--- config.mk ---
export PLATFORM = sky130hd
export DESIGN_NAME = adc_frame_capt
export DESIGN_NICKNAME = d
export VERILOG_FILES = /design/src/rtl/adc_frame_capt.sv
export SDC_FILE = /design/constraint.sdc
export NUM_CORES = 1
export LEC_CHECK = 0
export BUFFER_PORTS_ARGS = -buffer_cell sky130_fd_sc_hd__buf_2
export CORE_ASPECT_RATIO = 0.7
export CORE_MARGIN = 10
export CORE_UTILIZATION = 41
export CTS_BUF_LIST = sky130_fd_sc_hd__clkbuf_16
export CTS_CLUSTER_DIAMETER = 30
export DETAILED_ROUTE_END_ITERATION = 8
export GPL_TIMING_DRIVEN = 0
export SYNTH_ARGS = -nofsm -noshare
export SYNTH_HDL_FRONTEND = slang
export SYNTH_SLANG_ARGS = --single-unit
--- constraint.sdc ---
create_clock -name CLK -period 2.4 [get_ports CLK]
set_input_delay 0.24 -clock CLK [delete_from_list [all_inputs] [get_ports CLK]]
set_output_delay 0.24 -clock CLK [all_outputs]
set_load 0.01 [all_outputs]
--- src/rtl/adc_frame_capt.sv ---
// rtl/adc_frame_capt.sv - serial ADC frame capture with lead/gap skipping and atomic frame output
module adc_frame_capt #(
    parameter int DATA_W = 12,
    parameter int N_CH   = 2,
    parameter int LEAD   = 9,
    parameter int GAP    = 4
) (
    input  logic                     CLK,
    input  logic                     RST_n,
    input  logic                     START,
    input  logic                     BIT_EN,
    input  logic                     ADC_DOUT,
    input  logic                     ABORT,
    input  logic                     CLR_OVR,
    output logic [N_CH*DATA_W-1:0]   DATA_OUT,
    output logic                     FRAME_VALID,
    output logic                     BUSY,
    output logic                     OVERRUN
);

    localparam int MAX_SKIP = (LEAD > GAP) ? LEAD : GAP;
    localparam int MAX_CNT  = (MAX_SKIP > DATA_W) ? MAX_SKIP : DATA_W;
    localparam int BW       = $clog2(MAX_CNT + 1);
    localparam int CW       = $clog2(N_CH + 1);

    localparam logic [BW-1:0] LEAD_LAST = BW'((LEAD > 0) ? LEAD - 1 : 0);
    localparam logic [BW-1:0] GAP_LAST  = BW'((GAP > 0) ? GAP - 1 : 0);
    localparam logic [BW-1:0] DW_LAST   = BW'(DATA_W - 1);
    localparam logic [CW-1:0] CH_LAST   = CW'(N_CH - 1);

    typedef enum logic [2:0] {
        IDLE,
        LEAD_SKIP,
        SHIFT,
        GAP_SKIP,
        DONE
    } state_t;

    state_t                   state_q;
    logic [BW-1:0]            bit_cnt_q;
    logic [CW-1:0]            ch_q;
    // Only DATA_W-1 bits are held; the final LSB goes straight into the frame buffer.
    logic [DATA_W-2:0]        shadow_q;
    logic [N_CH*DATA_W-1:0]   frame_q;
    logic [N_CH*DATA_W-1:0]   data_out_q;
    logic                     frame_valid_q;
    logic                     busy_q;
    logic                     overrun_q;

    logic [DATA_W-1:0]        word_d;
    logic [N_CH*DATA_W-1:0]   frame_d;

    always_comb begin
        word_d  = {shadow_q, ADC_DOUT};
        frame_d = frame_q;
        for (int k = 0; k < N_CH; k++) begin
            if (ch_q == CW'(k)) begin
                frame_d[k*DATA_W +: DATA_W] = word_d;
            end
        end
    end

    always_ff @(posedge CLK or negedge RST_n) begin
        if (!RST_n) begin
            state_q       <= IDLE;
            bit_cnt_q     <= '0;
            ch_q          <= '0;
            shadow_q      <= '0;
            frame_q       <= '0;
            data_out_q    <= '0;
            frame_valid_q <= 1'b0;
            busy_q        <= 1'b0;
            overrun_q     <= 1'b0;
        end else begin
            frame_valid_q <= 1'b0;

            if (START && (state_q != IDLE)) begin
                overrun_q <= 1'b1;
            end else if (CLR_OVR) begin
                overrun_q <= 1'b0;
            end

            if (ABORT) begin
                state_q <= IDLE;
                busy_q  <= 1'b0;
            end else begin
                case (state_q)
                    IDLE: begin
                        if (START) begin
                            bit_cnt_q <= '0;
                            ch_q      <= '0;
                            busy_q    <= 1'b1;
                            state_q   <= (LEAD == 0) ? SHIFT : LEAD_SKIP;
                        end
                    end
                    LEAD_SKIP: begin
                        if (BIT_EN) begin
                            if (bit_cnt_q == LEAD_LAST) begin
                                bit_cnt_q <= '0;
                                state_q   <= SHIFT;
                            end else begin
                                bit_cnt_q <= bit_cnt_q + BW'(1);
                            end
                        end
                    end
                    SHIFT: begin
                        if (BIT_EN) begin
                            shadow_q <= word_d[DATA_W-2:0];
                            if (bit_cnt_q == DW_LAST) begin
                                bit_cnt_q <= '0;
                                frame_q   <= frame_d;
                                if (ch_q == CH_LAST) begin
                                    data_out_q    <= frame_d;
                                    frame_valid_q <= 1'b1;
                                    state_q       <= DONE;
                                end else begin
                                    ch_q    <= ch_q + CW'(1);
                                    state_q <= (GAP == 0) ? SHIFT : GAP_SKIP;
                                end
                            end else begin
                                bit_cnt_q <= bit_cnt_q + BW'(1);
                            end
                        end
                    end
                    GAP_SKIP: begin
                        if (BIT_EN) begin
                            if (bit_cnt_q == GAP_LAST) begin
                                bit_cnt_q <= '0;
                                state_q   <= SHIFT;
                            end else begin
                                bit_cnt_q <= bit_cnt_q + BW'(1);
                            end
                        end
                    end
                    DONE: begin
                        state_q <= IDLE;
                        busy_q  <= 1'b0;
                    end
                    default: begin
                        state_q <= IDLE;
                        busy_q  <= 1'b0;
                    end
                endcase
            end
        end
    end

    assign DATA_OUT    = data_out_q;
    assign FRAME_VALID = frame_valid_q;
    assign BUSY        = busy_q;
    assign OVERRUN     = overrun_q;

endmodule

==> run metrics, run 1 <==
Die ar.=10000 µm²; DR pass1 iterations=4; power per cell area=roughly 880 nW/µm²; area delta synth->final=22.4%; pin count of the biggest net entering global routing=60; port bufs=33; Slew headroom=46.4%; hpwl dp=3650 µm; final setup skew=0.00432 ns; Die Span Y=about 87 µm; top-count cell post-synth=dfrtp_1; Vias=1757; leakage=0.00172 µW; Synth Net Count=around 250; max-capacitance violation count=0; Final WS setup=0.321 ns; Main synth FF type=dfrtp_1; total routed wirelength=5480 µm; synth cell count leaders=dfrtp_1 (59), nand2_1 (53), mux2_2 (23), o21ai_0 (14), mux2i_1 (12); fillers=between 500 and 600; total design power=~2800 µW; Tot GR Track Use=12.1%; initial antenna violation count=0; post-route ant nets=0; EDFF count, synth=0; final cycle utilization of the critical path=86.6%; crit-path max FO=10; portion of netlist area occupied by mux cells=14.5%; total grt overflow=0; Hold WS=-0.0290 ns; initial core utilization=42.2%; Synth Area in XOR/XNOR=less than 1%; Post-CTS Setup Inserts=0; Final min period=2.08 ns; maximum vdd drop=0.000320 V; Wirelength per Cell=15.1 µm; CP arrival=approximately 2.3 ns; cell area after synthesis=2610 µm²; root buf cell=clkbuf_16; register area share after synthesis=56.6%; Die Wd=115 µm; slowest stage delay, CP=0.38 ns; clock tree buffer depth=2; Post-Synth Adder-Cell Area=1.92%; Hold Vio Cnt, Final=24; area leader, netlist=dfrtp_1; Final Wtd Congestion=0.856; RSZ-0062 raised after global routing=no; critical path type=reg2reg; hold buffers post-CTS=0; nets@finish=a little under 300; Post-Syn Area per Cell=11.0 µm²; Final Setup Violations=0; cell chain of the critical path=buf_6 > or3b_1 > nor3_1 > nand3_1 > buf_1 > mux2_2; DRC Markers=0; Synth Area in Compound Gates=8.35%; fin util=just over 50%; Slowest cell on crit path=or3b_1; first-pass GRT wire length=9520 µm; worst skew pair latency=0.32 ns; largest family of logic cells by synthesized area=multiplexers; antenna cell count=0; crit end category=register; Vias/cell=4.84; #FFs+latches synth=59; TritonCTS Buffers=9; failing checks=negative hold slack; worst slew pin tran=0.803 ns; yosys warns=0; Synth Area in Simple Gates=13.0%; R2R setup slack=0.32 ns; CTS tree=done; Yosys top cell area share=between 50% and 60%; Netlist cell types=40; Setup Total Neg Slack=0 ns; fmax=0.481 GHz; layout cell share with drive strength beyond 1=29.5%; ys async rst share=100%; Startpoint Class=register; Worst Path Required=approximately 2.6 ns; Core Region=6190 µm²; Slew Limit Fails=0; Iteration-0 DRC Markers=125; num rows=24; Worst Hold Class=in2async; vias in the first global route=1839; CTS H-tree lvls=3; clock tree sinks=59; dpl ws=0.312 ns; Cells after Synth=roughly 240; clk slew on worst S/H paths=0.05 ns; top post-synthesis cells by area=dfrtp_1 (57%), mux2_2 (9.9%), nand2_1 (7.6%); I/O pins=34; status=finished with violations; post-CTS sizing=0
## flip-flops by register name (all words and copies together) (netlist names)
| name | flops |
|---|---|
| bit_cnt_q | 4 |
| frame_q | 12 |
| DATA_OUT | 24 |
| shadow_q | 11 |
| OVERRUN | 1 |
| FRAME_VALID | 1 |
| state_q | 3 |
| BUSY | 1 |
| ch_q | 2 |
## layer usage
metal	routed length, µm	GRT usage (%)
met4	56	4.04
met3	328	5.18
met5	0	0
met2	2340	17.3
met1	2750	15.9
## cells in the final DEF (no fill, tap or decap), types with 3 or more instances in the layout
cell	count
nor2_1	4
clkinvlp_4	3
buf_6	4
dfrtp_1	59
inv_1	10
ha_1	4
o21ai_1	3
a21oi_1	5
clkbuf_1	5
mux2i_1	12
nand2b_1	4
nand2_1	53
o21ai_0	14
clkbuf_16	9
mux2_2	23
nand3_1	3
buf_2	36
## cell families after synthesis
family	after synthesis
and+or+nand+nor	76
DFF	59
AOI/OAI and AO/OA	35
muxes	35
buffers and inverters	26
adders and majority gates	4
xor gates and xnor gates	1
## per-stage QoR
step	instance area, µm²	instances
3_5_place_dp	2870	347
6_report	3190	363
2_1_floorplan	2610	236
5_1_grt	3190	363
3_3_place_gp	2870	347
4_1_cts	3190	363
## path summary, 6_finish.rpt
| path | cells past startpoint | start | end |
|---|---|---|---|
| worst max register to register | 6 | state_q[2] | frame_q[8] |
| worst max-delay path | 6 | state_q[2] | frame_q[8] |
| min in group CLK | 2 | CLR_OVR | OVERRUN |
| worst min-delay path | 1 | RST_n | bit_cnt_q[1] |
| max in group asynchronous | 1 | RST_n | frame_q[7] |
| worst min register to register | 2 | DATA_OUT[0] | DATA_OUT[0] |
## final cells by class
type	count	area, µm²	area share (%)
buffer	15	95.1	2.98
multi-input combinational	151	995	31.2
clock inverter	7	92.6	2.90
tap	78	97.6	3.06
timing repair buffer	33	168	5.25
clock buffer	9	225	7.06
sequential	59	1480	46.3
inverter	11	41.3	1.29
## power by group
group | total (µW) | internal, µW | switching [µW]
clock | 1360 | 903 | 453
sequential | 1130 | 1070 | 62.4
combinational | 330 | 132 | 199
total | 2820 | 2100 | 714
## worst max-delay path: cells and delay by family (launching register included)
family	cells	cell delay, ns
simple gates	3	0.73
buf+inv	2	0.49
flops	1	0.37
mux	1	0.37
(Power assumes the default switching activity.)
==> inputs of run 2 (changes only) <==
--- a/config.mk
+++ b/config.mk
@@ -13,6 +13,7 @@
 export CTS_CLUSTER_DIAMETER = 30
 export DETAILED_ROUTE_END_ITERATION = 8
 export GPL_TIMING_DRIVEN = 0
+export MAX_ROUTING_LAYER = met4
 export SYNTH_ARGS = -nofsm -noshare
 export SYNTH_HDL_FRONTEND = slang
 export SYNTH_SLANG_ARGS = --single-unit
==> run 2 against run 1 <==
The flow still finishes with violations (negative hold slack). Clock skew barely moved. Final cell count is the same. Non-clock buffer count stayed put. First-iteration DRC count shrank 1.6%. Die area unchanged. Sequential power about the same. Flip-flop and latch count did not move. Core utilization did not move.
==> run metrics, run 2 (synthesized netlist as in run 1, its figures left out) <==
clock group share of total power=48.2% (about the same); Vias/cell=4.85 (was 4.84); post-CTS sizing=0 (unchanged); num rows=24 (unchanged); pin count of the biggest net entering global routing=60 (unchanged); final cycle utilization of the critical path=86.6% (about the same); root buf cell=clkbuf_16 (unchanged); fmax=0.481 GHz (about the same); Startpoint Class=register (unchanged); Worst Hold Class=in2async (unchanged); initial core utilization=42.2% (unchanged); slowest stage delay, CP=0.39 ns (was 0.38 ns); maximum vdd drop=0.000320 V (about the same); Final min period=2.08 ns (about the same); worst slew pin tran=0.805 ns (was 0.803 ns); power per cell area=883 nW/µm² (about the same); status=finished with violations (unchanged); Int Pwr=2100 µW (about the same); failing checks=negative hold slack (unchanged); Core Region=6190 µm² (unchanged); worst r2r src=state_q[2] (unchanged); Reg power frac=40.1% (about the same); CTS tree=done (unchanged); Slowest cell on crit path=or3b_1 (unchanged); Tot GR Track Use=12.4% (was 12.1%); max-capacitance violation count=0 (unchanged); port bufs=33 (unchanged); area delta synth->final=22.4% (unchanged); CP arrival=2.28 ns (about the same); nets@finish=291 (unchanged); total design power=2820 µW (about the same); Die Span Y=86.7 µm (unchanged); TritonCTS Buffers=9 (unchanged); fillers=557 (unchanged); total grt overflow=0 (unchanged); crit end category=register (unchanged); cell chain of the critical path=buf_6 > or3b_1 > nor3_1 > nand3_1 > buf_1 > mux2_2 (unchanged); worst skew pair latency=0.32 ns (about the same); hold buffers post-CTS=0 (unchanged); RSZ-0062 raised after global routing=no (unchanged); Final Wtd Congestion=0.869 (was 0.856); Setup Total Neg Slack=0 ns (unchanged); initial antenna violation count=0 (unchanged); Worst Path Required=2.61 ns (about the same); clock tree buffer depth=2 (unchanged); Sw Share=25.4% (about the same); Vias=1760 (was 1757); Hold Vio Cnt, Final=58 (was 24); P_sw=714 µW (about the same); leakage=0.00172 µW (unchanged); CTS H-tree lvls=3 (unchanged); max reg flops=24 (unchanged); clk slew on worst S/H paths=0.05 ns (about the same); Final Setup Violations=0 (unchanged); worst setup path start=state_q[2] (unchanged); Die ar.=10000 µm² (unchanged); Die Wd=115 µm (unchanged); Crit path max-delay family=simple AND/OR/NAND/NOR gates (unchanged); post-route ant nets=0 (unchanged); CP bufs+invs=2 (unchanged); Wirelength per Cell=15.0 µm (was 15.1 µm); I/O pins=34 (unchanged); clock tree sinks=59 (unchanged); Slew Limit Fails=0 (unchanged); vias in the first global route=1843 (was 1839); final setup skew=0.00417 ns (was 0.00432 ns); crit-path max FO=10 (unchanged); layout cell share with drive strength beyond 1=29.5% (unchanged); antenna cell count=0 (unchanged); first-pass GRT wire length=9530 µm (was 9520 µm); critical path type=reg2reg (unchanged); Post-CTS Setup Inserts=0 (unchanged); DR pass1 iterations=4 (unchanged); most common cell after layout, fill and taps aside=dfrtp_1 (unchanged); combinational fraction of design power=11.7% (about the same); Iteration-0 DRC Markers=123 (was 125); total routed wirelength=5460 µm (was 5480 µm); hpwl dp=3650 µm (unchanged); DRC Markers=0 (unchanged); Slew headroom=46.3% (was 46.4%); commonest non-fill, non-tap cells in the layout=dfrtp_1 (59), nand2_1 (53), buf_2 (36) (unchanged); Hold WS=-0.0236 ns (was -0.0290 ns)
[run 2: cell counts in the layout (fill, tap and decap cells not counted)]
No cell type changed its count.
[run 2: layout make-up]
cell class,instances,area (µm²),area share (%)
Timing Repair Buffer,33,168,5.25
Buffer,15,95.1,2.98
Multi-Input combinational cell,151,995,31.2
Tap cell,78,97.6,3.06
Clock buffer,9,225,7.06
Clock inverter,7,92.6,2.90
Sequential cell,59,1480,46.3
Inverter,11,41.3,1.29
[run 2: power by group through the flow]
stage / Sequential (µW) / Combinational, µW / Clock (µW)
after floorplan: 1140 / 216 / 0
after global placement: 1140 / 331 / 0
after detailed placement: 1150 / 331 / 0
after CTS: 1130 / 334 / 1380
after global routing: 1140 / 379 / 1430
final: 1130 / 330 / 1360
[run 2: per-stage QoR]
step | utilization [%] | instances | setup WS (ns) | cell area [µm²] | hold slack, ns
3_5_place_dp | 46.4 | 347 | 0.312 | 2870 | 0.438
5_1_grt | 51.6 | 363 | 0.199 | 3190 | 0.0255
3_3_place_gp | 46.4 | 347 | 0.313 | 2870 | 0.436
2_1_floorplan | - | 236 | 0.506 | 2610 | -0.0556
4_1_cts | 51.5 | 363 | 0.293 | 3190 | 0.0934
6_report | 51.6 | 363 | 0.321 | 3190 | -0.0236
[run 2: metal layers]
metal  GRT usage (%)  routed length [µm]  up-vias
li1                -                   -      892
met1            15.9                2720      838
met2            17.3                2360       25
met3            5.18                 318        5
met4            4.04                  59        0
met5               -                   0        -
[run 2: path summary, 6_finish.rpt]
kind / end / slack, ns / cells past startpoint
hold reg to reg: DATA_OUT[17] / 0.47 / 2
setup / recovery: frame_q[8] / 0.32 / 6
setup reg to reg: frame_q[8] / 0.32 / 6
max in group asynchronous: frame_q[10] / 1.95 / 1
hold / removal: bit_cnt_q[1] / -0.02 / 1
min in group CLK: OVERRUN / 0.10 / 2
[run 2: worst reg2reg max path, stage by stage (launching register included)]
cell     delay, ns
dfrtp_1       0.37
buf_6         0.14
or3b_1        0.39
nor3_1        0.18
nand3_1       0.17
buf_1         0.35
mux2_2        0.37
